File: src/rtl/sdram_wb_arbiter_if.sv
// sdram_wb_arbiter_if: bundle of the three master ports and the SDRAM controller port
interface sdram_wb_arbiter_if #(
  parameter int AW = 24,
  parameter int DW = 32
);
  logic [2:0] m_cyc, m_stb, m_we, m_ack;
  logic [3*AW-1:0] m_adr;
  logic [11:0] m_sel;
  logic [8:0] m_cti;
  logic [3*DW-1:0] m_dat_i;
  logic [DW-1:0] m_dat_o, s_dat_o, s_dat_i;
  logic s_cyc, s_stb, s_we, s_ack;
  logic [AW-1:0] s_adr;
  logic [3:0] s_sel;
  logic [2:0] s_cti;
  modport slave (
    input m_cyc, m_stb, m_we, m_adr, m_sel, m_cti, m_dat_i, s_dat_i, s_ack,
    output m_dat_o, m_ack, s_cyc, s_stb, s_we, s_adr, s_sel, s_cti, s_dat_o
  );
  modport master (
    output m_cyc, m_stb, m_we, m_adr, m_sel, m_cti, m_dat_i, s_dat_i, s_ack,
    input m_dat_o, m_ack, s_cyc, s_stb, s_we, s_adr, s_sel, s_cti, s_dat_o
  );
endinterface

File: src/rtl/sdram_wb_arbiter.sv
// sdram_wb_arbiter: shares the SDRAM Wishbone port between video DMA, sound DMA and CPU
module sdram_wb_arbiter #(
  parameter int AW = 24,
  parameter int DW = 32,
  parameter int STARVE_LIMIT = 64
) (
  input  logic sd_clk,
  input  logic reset,
  sdram_wb_arbiter_if.slave bus,
  output logic [2:0] grant,
  output logic busy
);
  localparam int CW = $clog2(STARVE_LIMIT + 1);
  localparam logic [CW-1:0] LIM = CW'(STARVE_LIMIT);
  localparam logic [1:0] IDLE = 2'd0, ACTIVE = 2'd1, GAP = 2'd2;
  logic [1:0] state, g;
  logic rr, act, idle, s1, s2, pick2;
  logic [2:0] req, win;
  logic [CW-1:0] cnt1, cnt2;
  // request decode, owner index and winner selection (rr=0 prefers M1)
  always_comb begin
    req = bus.m_cyc & bus.m_stb;
    idle = state == IDLE;
    act = state == ACTIVE;
    g = grant[2] ? 2'd2 : grant[1] ? 2'd1 : 2'd0;
    s1 = req[1] && cnt1 >= LIM;
    s2 = req[2] && cnt2 >= LIM;
    pick2 = (s1 || s2) ? ((s1 && s2) ? rr : s2) : ((req[1] && req[2]) ? rr : req[2]);
    win = ~|req ? 3'b000 : (!(s1 || s2) && req[0]) ? 3'b001 : pick2 ? 3'b100 : 3'b010;
  end
  // controller port mirrors the owner while ACTIVE; acks return only to the owner
  always_comb begin
    bus.s_cyc = act & bus.m_cyc[g];
    bus.s_stb = act & bus.m_stb[g];
    bus.s_we = act & bus.m_we[g];
    bus.s_adr = bus.m_adr[int'(g)*AW +: AW];
    bus.s_sel = bus.m_sel[int'(g)*4 +: 4];
    bus.s_cti = bus.m_cti[int'(g)*3 +: 3];
    bus.s_dat_o = bus.m_dat_i[int'(g)*DW +: DW];
    bus.m_ack = (act && bus.s_ack) ? grant : 3'b000;
    bus.m_dat_o = bus.s_dat_i;
    busy = !idle;
  end
  // ownership state, round-robin pointer and M1/M2 starvation counters
  always_ff @(posedge sd_clk) begin
    if (reset) begin
      state <= IDLE;
      grant <= 3'b000;
      rr <= 1'b0;
      cnt1 <= '0;
      cnt2 <= '0;
    end else begin
      state <= idle ? (|req ? ACTIVE : IDLE) : act ? (bus.m_cyc[g] ? ACTIVE : GAP) : IDLE;
      grant <= idle ? win : (act && bus.m_cyc[g]) ? grant : 3'b000;
      rr <= (idle && |win[2:1]) ? ~rr : rr;
      cnt1 <= (!req[1] || (idle && win[1]) || grant[1]) ? '0 : (cnt1 == LIM) ? cnt1 : cnt1 + 1'b1;
      cnt2 <= (!req[2] || (idle && win[2]) || grant[2]) ? '0 : (cnt2 == LIM) ? cnt2 : cnt2 + 1'b1;
    end
  end
endmodule

File: src/flat_wrapper.sv
// flat-port wrapper written by rule: the top's interface ports become plain ports
module sdram_wb_arbiter_flat 
#(
  parameter int AW = 24,
  parameter int DW = 32,
  parameter int STARVE_LIMIT = 64
)
  (sd_clk, reset, grant, busy, bus_m_cyc, bus_m_stb, bus_m_we, bus_m_adr, bus_m_sel, bus_m_cti, bus_m_dat_i, bus_s_dat_i, bus_s_ack, bus_m_dat_o, bus_m_ack, bus_s_cyc, bus_s_stb, bus_s_we, bus_s_adr, bus_s_sel, bus_s_cti, bus_s_dat_o);
  sdram_wb_arbiter_if #(.AW(AW), .DW(DW)) bus_i ();
  input  logic sd_clk;
  input  logic reset;
  output logic [2:0] grant;
  output logic busy;
  input wire logic [$bits(bus_i.m_cyc)-1:0] bus_m_cyc;
  input wire logic [$bits(bus_i.m_stb)-1:0] bus_m_stb;
  input wire logic [$bits(bus_i.m_we)-1:0] bus_m_we;
  input wire logic [$bits(bus_i.m_adr)-1:0] bus_m_adr;
  input wire logic [$bits(bus_i.m_sel)-1:0] bus_m_sel;
  input wire logic [$bits(bus_i.m_cti)-1:0] bus_m_cti;
  input wire logic [$bits(bus_i.m_dat_i)-1:0] bus_m_dat_i;
  input wire logic [$bits(bus_i.s_dat_i)-1:0] bus_s_dat_i;
  input wire logic [$bits(bus_i.s_ack)-1:0] bus_s_ack;
  output wire logic [$bits(bus_i.m_dat_o)-1:0] bus_m_dat_o;
  output wire logic [$bits(bus_i.m_ack)-1:0] bus_m_ack;
  output wire logic [$bits(bus_i.s_cyc)-1:0] bus_s_cyc;
  output wire logic [$bits(bus_i.s_stb)-1:0] bus_s_stb;
  output wire logic [$bits(bus_i.s_we)-1:0] bus_s_we;
  output wire logic [$bits(bus_i.s_adr)-1:0] bus_s_adr;
  output wire logic [$bits(bus_i.s_sel)-1:0] bus_s_sel;
  output wire logic [$bits(bus_i.s_cti)-1:0] bus_s_cti;
  output wire logic [$bits(bus_i.s_dat_o)-1:0] bus_s_dat_o;
  assign bus_i.m_cyc = bus_m_cyc;
  assign bus_i.m_stb = bus_m_stb;
  assign bus_i.m_we = bus_m_we;
  assign bus_i.m_adr = bus_m_adr;
  assign bus_i.m_sel = bus_m_sel;
  assign bus_i.m_cti = bus_m_cti;
  assign bus_i.m_dat_i = bus_m_dat_i;
  assign bus_i.s_dat_i = bus_s_dat_i;
  assign bus_i.s_ack = bus_s_ack;
  assign bus_m_dat_o = bus_i.m_dat_o;
  assign bus_m_ack = bus_i.m_ack;
  assign bus_s_cyc = bus_i.s_cyc;
  assign bus_s_stb = bus_i.s_stb;
  assign bus_s_we = bus_i.s_we;
  assign bus_s_adr = bus_i.s_adr;
  assign bus_s_sel = bus_i.s_sel;
  assign bus_s_cti = bus_i.s_cti;
  assign bus_s_dat_o = bus_i.s_dat_o;
  sdram_wb_arbiter #(.AW(AW), .DW(DW), .STARVE_LIMIT(STARVE_LIMIT)) u_core (.sd_clk(sd_clk), .reset(reset), .bus(bus_i), .grant(grant), .busy(busy));
endmodule
File: config.mk
export PLATFORM = sky130hd
export DESIGN_NAME = sdram_wb_arbiter_flat
export DESIGN_NICKNAME = d
export VERILOG_FILES = /design/src/rtl/sdram_wb_arbiter_if.sv /design/src/rtl/sdram_wb_arbiter.sv /design/src/flat_wrapper.sv
export SDC_FILE = /design/constraint.sdc
export NUM_CORES = 1
export LEC_CHECK = 0
export CORE_AREA = 10 10 123 125
export CTS_BUF_LIST = sky130_fd_sc_hd__clkbuf_16
export CTS_CLUSTER_DIAMETER = 120
export CTS_CLUSTER_SIZE = 12
export DETAILED_ROUTE_END_ITERATION = 10
export DIE_AREA = 0 0 133 135
export PLACE_DENSITY = 0.68
export SETUP_SLACK_MARGIN = 0.3
export SLEW_MARGIN = 30
export SYNTH_ARGS = -nofsm -noshare
export SYNTH_HDL_FRONTEND = slang
export SYNTH_SLANG_ARGS = --single-unit
File: constraint.sdc
create_clock -name sd_clk -period 2.3 [get_ports sd_clk]
set_input_delay 0.23 -clock sd_clk [delete_from_list [all_inputs] [get_ports sd_clk]]
set_output_delay 0.23 -clock sd_clk [all_outputs]
set_load 0.05 [all_outputs]
==> flow_summary.yaml, run 1 <==
floorplanning:
  dieWidth_um: 133
  initial_core_util_pct: 20.4
  die_area_um2: 18000
  io_pins: 338
  die_h_um: 135
  coreArea_um2: 12600
  placementRows: 41
yosys:
  synth-edff-count: 0
  yosys_warnings: 0
  synthArstFlopShare_pct: 0
  syn_inst: 369
  postSynthAreaPerCell_um2: 6.96
  synth_seq_cells: 20
  yosysSeqAreaShare_pct: 15.6
  netlist_area_um2: 2570
  syn-num-nets: 606
  ys.flop_type: "dfxtp_1"
  yosysUniqueCellTypes: 35
drt:
  routed_wirelength_um: 15500
  ant_nets: 0
  drc: 0
  first_pass_iters: 4
  viasPerCell: 4.51
  vias: 3458
  wl_per_cell_um: 20.2
  drtIter0Drc: 140
grt:
  grt_max_degree: 57
  grt_usage_pct: 15.6
  grt_pass1_vias: 3500
  grt_first_pass_wirelength_um: 22400
  antenna_found_initial: 0
  grt-ovfl-total: 0
timing:
  final_hold_viol_count: 0
  slew_headroom_pct: 61.9
  period_needed_ns: 1.94
  rsz0062_at_grt: "yes"
  worstMarginPinSlew_ns: 0.567
  skew_ns: 0.00436
  fmax_mhz: 516
  drv_slew: 0
  fin_tns_setup_ns: 0
  finalSetupViolCount: 0
  final.period_utilization_pct: 84.3
power_and_ir_drop:
  p_leak_nw: 2.25
  ir_worst_vdd_mv: 0.394
  p_total_mw: 2.51
  powerDensity_nw_per_um2: 418
clocking:
  cts_tree: "built"
  cts_buffer_depth: 2
  clock-sinks: 20
  ctsRootBufferMaster: "clkbuf_16"
  cts_buffers: 3
  clock_latency_ns: 0.25
  htree_levels: 1
  clk_pin_slew_worst_paths_ns: 0.05
cells_and_area:
  antennaDiodeCount: 0
  final_cell_mix: "clkdlybuf4s50_1, nand2_1, mux2i_1, o21ai_2, buf_12"
  drive_gt1_share_pct: 25.5
  final_cells: 767
  num-nets-final: 833
  final_common_cell: "clkdlybuf4s50_1"
  multi_input_area_um2: 2060
  ff_latch_area_um2: 408
  fill_cells: 1197
  area.growth.synth_to_final_pct: 134
min_path:
  worstHoldPathCells: 0
  hp-class: "input port to primary output"
critical_path:
  critical_path.most_common_cell: "buf_12"
  crit_chain: "buf_12, mux2i_1, o21ai_2, buf_12"
  worst_setup_path_end_kind: "primary output"
  crit_fanout: 36
  required_ns: 2.07
  crit_arrival_ns: 1.71
  criticalPathCategory: "flip-flop to primary output"
  start_kind: "flip-flop"
  slowest_stage: "dfxtp_4"
  reg2regPathDepth: 6
  slowest_delay_ns: 0.51
flow_run:
  cap_violations: 0
place:
  numPortBuffers: 273
  routabilityCongestion: 0.861
  hpwlAfterDp_um: 13600
  dp.cells: 762
run_status:
  status: "finished, final reports clean"
flip-flops by register name, summed over array words and instances, names as in the netlist:
name and flops:
u_core.cnt1 7, u_core.cnt2 7, u_core.grant 3, u_core.state 2, u_core.rr 1
layer usage:
metal	share of wire [%]	routed length (µm)	vias up	track usage, %
li1	-	-	1720	-
met1	39	6040	1537	17.8
met2	52	8000	199	28.6
met3	9.3	1440	2	5.97
met4	0.065	10	0	0.183
met5	0	0	-	0
path summary, 6_finish.rpt:
path	startpoint	to	slack, ns
worst max register to register	u_core.cnt1[0]$_SDFFE_PP0N_	u_core.cnt1[1]$_SDFFE_PP0N_	0.37
worst min-delay path	bus_s_dat_i[10]	bus_m_dat_o[10]	0.46
worst max-delay path	u_core.grant[1]$_SDFFE_PP0P_	bus_s_dat_o[1]	0.36
worst min register to register	u_core.rr$_SDFFE_PP0P_	u_core.rr$_SDFFE_PP0P_	0.50
through the flow:
stage	util [%]	worst slack (ns)	instance area, µm²	hold WS (ns)
after floorplan	-	0.121	2830	0.462
after global placement	47.0	0.399	5910	0.460
after detailed placement	47.0	0.344	5910	0.460
after CTS	47.7	0.339	6000	0.460
after global routing	47.8	0.300	6000	0.460
final	47.8	0.361	6000	0.460
Yosys cell counts (all sizes together), types with 4 or more instances:
master / number / area share (%)
a21oi: 5 / 0.97
and3: 10 / 2.4
buf: 40 / 11
clkbuf: 18 / 2.6
dfxtp: 20 / 16
ha: 4 / 1.9
inv: 7 / 1.0
mux2i: 67 / 26
nand2: 74 / 11
nand3: 5 / 0.97
nor2: 12 / 1.8
nor3: 11 / 2.1
o21ai: 65 / 13
or3: 4 / 1.2
xnor2: 7 / 2.4
xor2: 5 / 1.7
power breakdown:
group	switching, mW	leakage, nW	total [mW]	internal [mW]
registers	0.0191	0.164	0.376	0.356
logic	0.914	2.05	1.78	0.869
clock network	0.117	0.0385	0.348	0.231
area by class of cell:
cell class,count,share of cell area (%)
clock inverter,1,0.0625
tap,172,3.58
timing repair buffer,280,53.6
clock buffer,3,1.25
inverter,7,0.438
sequential,20,6.79
multi-input combinational,284,34.3
what timing repair did:
| item | in CTS | in global routing |
|---|---|---|
| gates resized for setup | 0 | 2 |
| setup endpoints to repair | 15 | 2 |
| buffers inserted | 1 | 0 |
| hold buffers | 0 | 0 |
cell families after synthesis:
kind of cell	Yosys count	synth area share [%]
muxes	68	26.7
and+or+nand+nor	123	21.4
xor gates and xnor gates	12	4.09
adders and majority gates	4	1.95
buffers and inverters	65	14.4
DFF	20	15.6
AOI/OAI and AO/OA	77	15.9
worst max-delay path, delay by kind of cell, from the launching register on:
family / cells / cell delay [ns]
mux: 1 / 0.34
compound gates: 1 / 0.11
buf+inv: 2 / 0.43
flops: 1 / 0.51
No activity file was read; power rests on OpenSTA's default activity.
==> inputs of run 2 (changes only) <==
Settings changed: CORE_AREA 10 10 123 125 to 10 10 124 126, DIE_AREA 0 0 133 135 to 0 0 134 136, PLACE_DENSITY 0.68 to 0.69.
Clock period 2.3 ns to 1.65 ns, I/O delays scaled along.
==> flow_summary.yaml, run 2 (same netlist as run 1, synthesis figures left out) <==
run_status:
  status: "finished with violations"
  violations: "negative setup slack"
clocking:
  clock_latency_ns: 0.25
  ctsHoldBuffers: 0
  clk_pin_slew_worst_paths_ns: 0.06
  cts_buffers: 3
  ctsRootBufferMaster: "clkbuf_16"
  cts_tree: "built"
  cts_buffer_depth: 2
  htree_levels: 1
  clock-sinks: 20
cells_and_area:
  stdcell_area_um2: 8710
  drive_gt1_share_pct: 49.1
  area.growth.synth_to_final_pct: 239
  num-nets-final: 896
  reg_top3: "u_core.cnt1 (7), u_core.cnt2 (7), u_core.grant (3)"
  final_cell_mix: "clkdlybuf4s50_1, buf_12, nand2_1, o21ai_4, mux2i_4"
  final_common_cell: "clkdlybuf4s50_1"
  antennaDiodeCount: 0
  final_cells: 834
power_and_ir_drop:
  comb_power_share_pct: 75.7
  p_sw_share_pct: 39.6
  powerDensity_nw_per_um2: 557
  seqPwrFrac_pct: 10.6
  p_leak_nw: 3.09
  ir_worst_vdd_mv: 0.600
  p_int_mw: 2.93
  switching_power_mw: 1.92
  p_total_mw: 4.85
  clock_power_share_pct: 13.6
critical_path:
  crit_fanout: 2
  crit_arrival_ns: 2.04
  worst_setup_path_end_kind: "flip-flop"
  required_ns: 1.79
  slowest_delay_ns: 0.43
  criticalPathCategory: "flip-flop to flip-flop"
  slowest_stage: "or4b_1"
  start_kind: "flip-flop"
  crit_chain: "inv_1, ha_1, or4b_1, or3_4, mux2_4, and3_4"
flow_run:
  cap_violations: 0
floorplanning:
  initial_core_util_pct: 19.8
  die_h_um: 136
  io_pins: 338
  placementRows: 42
  die_area_um2: 18200
  coreArea_um2: 13000
  dieWidth_um: 134
timing:
  slew_headroom_pct: 80.3
  final.period_utilization_pct: 115
  fmax_mhz: 529
  skew_ns: 0.000873
  period_needed_ns: 1.89
  rsz0062_at_grt: "yes"
  finalSetupViolCount: 60
  final_hold_viol_count: 0
  worstMarginPinSlew_ns: 0.296
  drv_slew: 0
  setup_slack_ns: -0.241
drt:
  routed_wirelength_um: 21400
  drtIter0Drc: 215
  ant_nets: 0
  vias: 4081
  first_pass_iters: 5
  viasPerCell: 4.89
  drc: 0
  wl_per_cell_um: 25.7
grt:
  grt_max_degree: 19
  grt_usage_pct: 20.6
  antenna_found_initial: 0
  grt-ovfl-total: 0
  grt_pass1_vias: 4239
  grt_first_pass_wirelength_um: 29000
place:
  numPortBuffers: 273
  routabilityCongestion: 0.894
  placed_area_um2: 7000
  hpwlAfterDp_um: 14500
  dp.cells: 786
min_path:
  hp-class: "input port to flip-flop"
run 2: area by class of cell:
type                       instances  area [µm²]
clock buffer                       3        75.1
tap                              176         220
multi-input combinational        284        3480
timing repair buffer             343        4450
clock inverter                     1        30.0
inverter                           7        31.3
fill                             899        4270
sequential                        20         422
run 2: metrics by stage:
stage	utilization, %	setup slack, ns	TNS, ns	hold WS [ns]
finish	67.1	-0.241	-3.65	0.325
global route	67.1	-0.274	-6.25	0.330
CTS	65.4	-0.249	-3.59	0.330
detailed placement	54.0	-0.214	-1.77	0.330
global placement	54.0	-0.173	-0.691	0.330
floorplan	-	-0.174	-0.178	0.397
run 2: worst paths after layout:
check / startpoint / to / slack (ns) / cells after the start
min: bus_m_cyc[2] / u_core.state[1]$_SDFF_PP0_ / 0.32 / 4
max: u_core.cnt1[1]$_SDFFE_PP0N_ / u_core.cnt1[1]$_SDFFE_PP0N_ / -0.24 / 6
min reg2reg: u_core.rr$_SDFFE_PP0P_ / u_core.rr$_SDFFE_PP0P_ / 0.51 / 2
max reg2reg: u_core.cnt1[1]$_SDFFE_PP0N_ / u_core.cnt1[1]$_SDFFE_PP0N_ / -0.24 / 6
run 2: power groups by stage:
stage	clock network [mW]	registers (mW)	logic, mW
CTS	0.666	0.517	3.56
finish	0.660	0.517	3.67
detailed placement	0	0.530	2.99
global placement	0	0.529	2.96
global route	0.702	0.519	3.77
floorplan	0	0.534	1.70
run 2: layer usage:
| layer | share of wire, % | up-vias | wire length, µm | GRT usage (%) |
|---|---|---|---|---|
| met4 | 1.9 | 0 | 403 | 2.66 |
| li1 | - | 1834 | - | - |
| met3 | 7.9 | 28 | 1690 | 5.94 |
| met5 | 0 | - | 0 | 0 |
| met2 | 54 | 216 | 11600 | 38.8 |
| met1 | 36 | 2003 | 7770 | 22.9 |
run 2: critical path, delay by kind of cell, from the launching register on:
kind | cells | cell delay, ns
multiplexers | 1 | 0.31
buffers and inverters | 1 | 0.06
flip-flops | 1 | 0.31
adder cells (fa/ha/maj) | 1 | 0.14
AND/OR/NAND/NOR | 3 | 0.96
run 2: repair_timing:
item,in CTS,in global routing
cloned,7,0
setup buffers,31,6
hold endpoints to repair,0,0
pin swaps,33,13
gates resized for setup,167,31
setup endpoints to repair,88,86
==> inputs of run 3 (changes only) <==
==> constraint.sdc (replaced) <==
create_clock -name sd_clk -period 1.65 [get_ports sd_clk]
set_input_delay 0.33 -clock sd_clk [delete_from_list [all_inputs] [get_ports sd_clk]]
set_output_delay 0.33 -clock sd_clk [all_outputs]
set_load 0.05 [all_outputs]
==> flow_summary.yaml, run 3 (same netlist as run 1, synthesis figures left out) <==
drt:
  wl_met2_um: 11900
  drtIter0Drc: 219
  dr.max_layer_used: "met5"
  ant_nets: 0
  drc: 0
  vias: 4022
  wl_met3_um: 1700
  drt-met1-wl_um: 7280
  viasPerCell: 4.78
  routed_wirelength_um: 21500
  wl_per_cell_um: 25.5
  first_pass_iters: 4
timing:
  hold_slack_ns: 0.372
  skew_ns: 0.00379
  final_hold_viol_count: 0
  slew_headroom_pct: 77.9
  fmax_mhz: 512
  finalSetupViolCount: 70
  setup_slack_ns: -0.305
  worstMarginPinSlew_ns: 0.332
  fin_tns_setup_ns: -14.05
  rsz0062_at_grt: "yes"
  drv_slew: 0
  period_needed_ns: 1.95
  final.period_utilization_pct: 118
grt:
  grt_pass1_vias: 4306
  grt_usage_pct: 20.6
  grt-ovfl-total: 0
  antenna_found_initial: 2
  grt_first_pass_wirelength_um: 28900
  grt_max_degree: 21
critical_path:
  criticalPathCategory: "flip-flop to primary output"
  crit_fanout: 8
  crit_chain: "buf_6, buf_12, buf_16, mux2i_4, o21ai_4, buf_12"
  slowest_delay_ns: 0.42
  timing.rr.start: "u_core.cnt1[0]$_SDFFE_PP0N_"
  r2r_end: "u_core.cnt1[1]$_SDFFE_PP0N_"
  regToRegSetupSlack_ns: -0.26
  reg2regPathDepth: 6
  slowest_stage: "dfxtp_4"
  worst_setup_path_end_kind: "primary output"
  required_ns: 1.32
  start_kind: "flip-flop"
  critical_path.most_common_cell: "buf_12"
  crit_arrival_ns: 1.62
floorplanning:
  coreArea_um2: 13000
  io_pins: 338
  die_area_um2: 18200
  initial_core_util_pct: 19.8
  die_h_um: 136
  placementRows: 42
  dieWidth_um: 134
place:
  routabilityCongestion: 0.811
  numPortBuffers: 273
  hpwlAfterDp_um: 15000
  post-place-ws_ns: -0.382
clocking:
  clk_pin_slew_worst_paths_ns: 0.06
  htree_levels: 1
  clock-sinks: 20
  cts_buffer_depth: 2
  clock_latency_ns: 0.25
  cts_tree: "built"
  cts_buffers: 3
  ctsRootBufferMaster: "clkbuf_16"
run_status:
  status: "finished with violations"
  violations: "negative setup slack"
cells_and_area:
  area.growth.synth_to_final_pct: 241
  reg_top3: "u_core.cnt1 (7), u_core.cnt2 (7), u_core.grant (3)"
  fill_cells: 901
  num-nets-final: 902
  final_common_cell: "clkdlybuf4s50_1"
  drive_gt1_share_pct: 51.4
  final_cell_mix: "clkdlybuf4s50_1, buf_12, nand2_1, mux2i_4, o21ai_4"
  ff_latch_area_um2: 425
  multi_input_area_um2: 3510
min_path:
  worstHoldPathCells: 2
  holdPathEnd: "u_core.rr$_SDFFE_PP0P_"
  min_from: "reset"
  hp-class: "input port to flip-flop"
power_and_ir_drop:
  p_leak_nw: 3.11
  powerDensity_nw_per_um2: 559
  ir_worst_vdd_mv: 0.759
flow_run:
  cap_violations: 0
==> run 3: cell count changes in the layout (fill, tap and decap cells not counted), moves of 3 or more <==
cell,change
buf_16,-4
nor3_1,-3
buf_6,+4
buf_4,+3
clkdlybuf4s50_1,-4
dlygate4sd2_1,+3
nor3_2,+4
==> run 3: worst max-delay path by stage <==
stage	to	from
2_1_floorplan	u_core.cnt1[1]$_SDFFE_PP0N_	u_core.cnt1[0]$_SDFFE_PP0N_
4_1_cts	u_core.cnt1[1]$_SDFFE_PP0N_	u_core.cnt1[0]$_SDFFE_PP0N_
3_3_place_gp	u_core.cnt1[0]$_SDFFE_PP0N_	bus_m_cyc[1]
6_report	bus_s_dat_o[15]	u_core.grant[1]$_SDFFE_PP0P_
5_1_grt	bus_s_dat_o[15]	u_core.grant[1]$_SDFFE_PP0P_
3_5_place_dp	u_core.cnt1[3]$_SDFFE_PP0N_	bus_m_cyc[1]
==> run 3: what timing repair did <==
action                                  4_1_cts  5_1_grt
gates cloned                                  5        1
pin swaps                                    18       22
setup buffers                                24       11
gates resized for setup                     151       57
hold buffers                                  0        0
endpoints found under the setup margin       89       89
==> run 3: final cells by class <==
class	instances	share of cell area, %
Timing Repair Buffer	349	50.9
Sequential cell	20	4.86
Clock buffer	3	0.858
Clock inverter	1	0.343
Multi-Input combinational cell	284	40.1
Tap cell	176	2.52
Inverter	7	0.415
Antenna cell	1	0.0286
==> run 3: critical path: cells and delay by family (launching register included) <==
kind            cells  cell delay, ns
compound gates      1            0.10
buf+inv             4            0.55
flops               1            0.42
mux                 1            0.29
==> run 3: report_power, final <==
group          switching (mW)  internal [mW]  total (mW)
clock network           0.185          0.481       0.666
logic                    1.72           1.99        3.71
registers              0.0218          0.495       0.517
total                    1.93           2.96        4.89
==> run 3: layer usage <==
layer  vias up  global-route usage (%)
met5         -                       0
met4         2                    4.41
met3        37                    6.13
met2       190                    39.3
met1      1950                    21.9
li1       1843                       -
==> run 3: through the flow <==
step	instances	utilization [%]	cell area, µm²	power [mW]
final	841	67.4	8750	4.89
after global routing	841	67.4	8750	5.03
after CTS	828	64.3	8350	4.71
after detailed placement	795	55.0	7140	3.56
after global placement	795	55.0	7140	3.52
after floorplan	369	-	3650	2.23
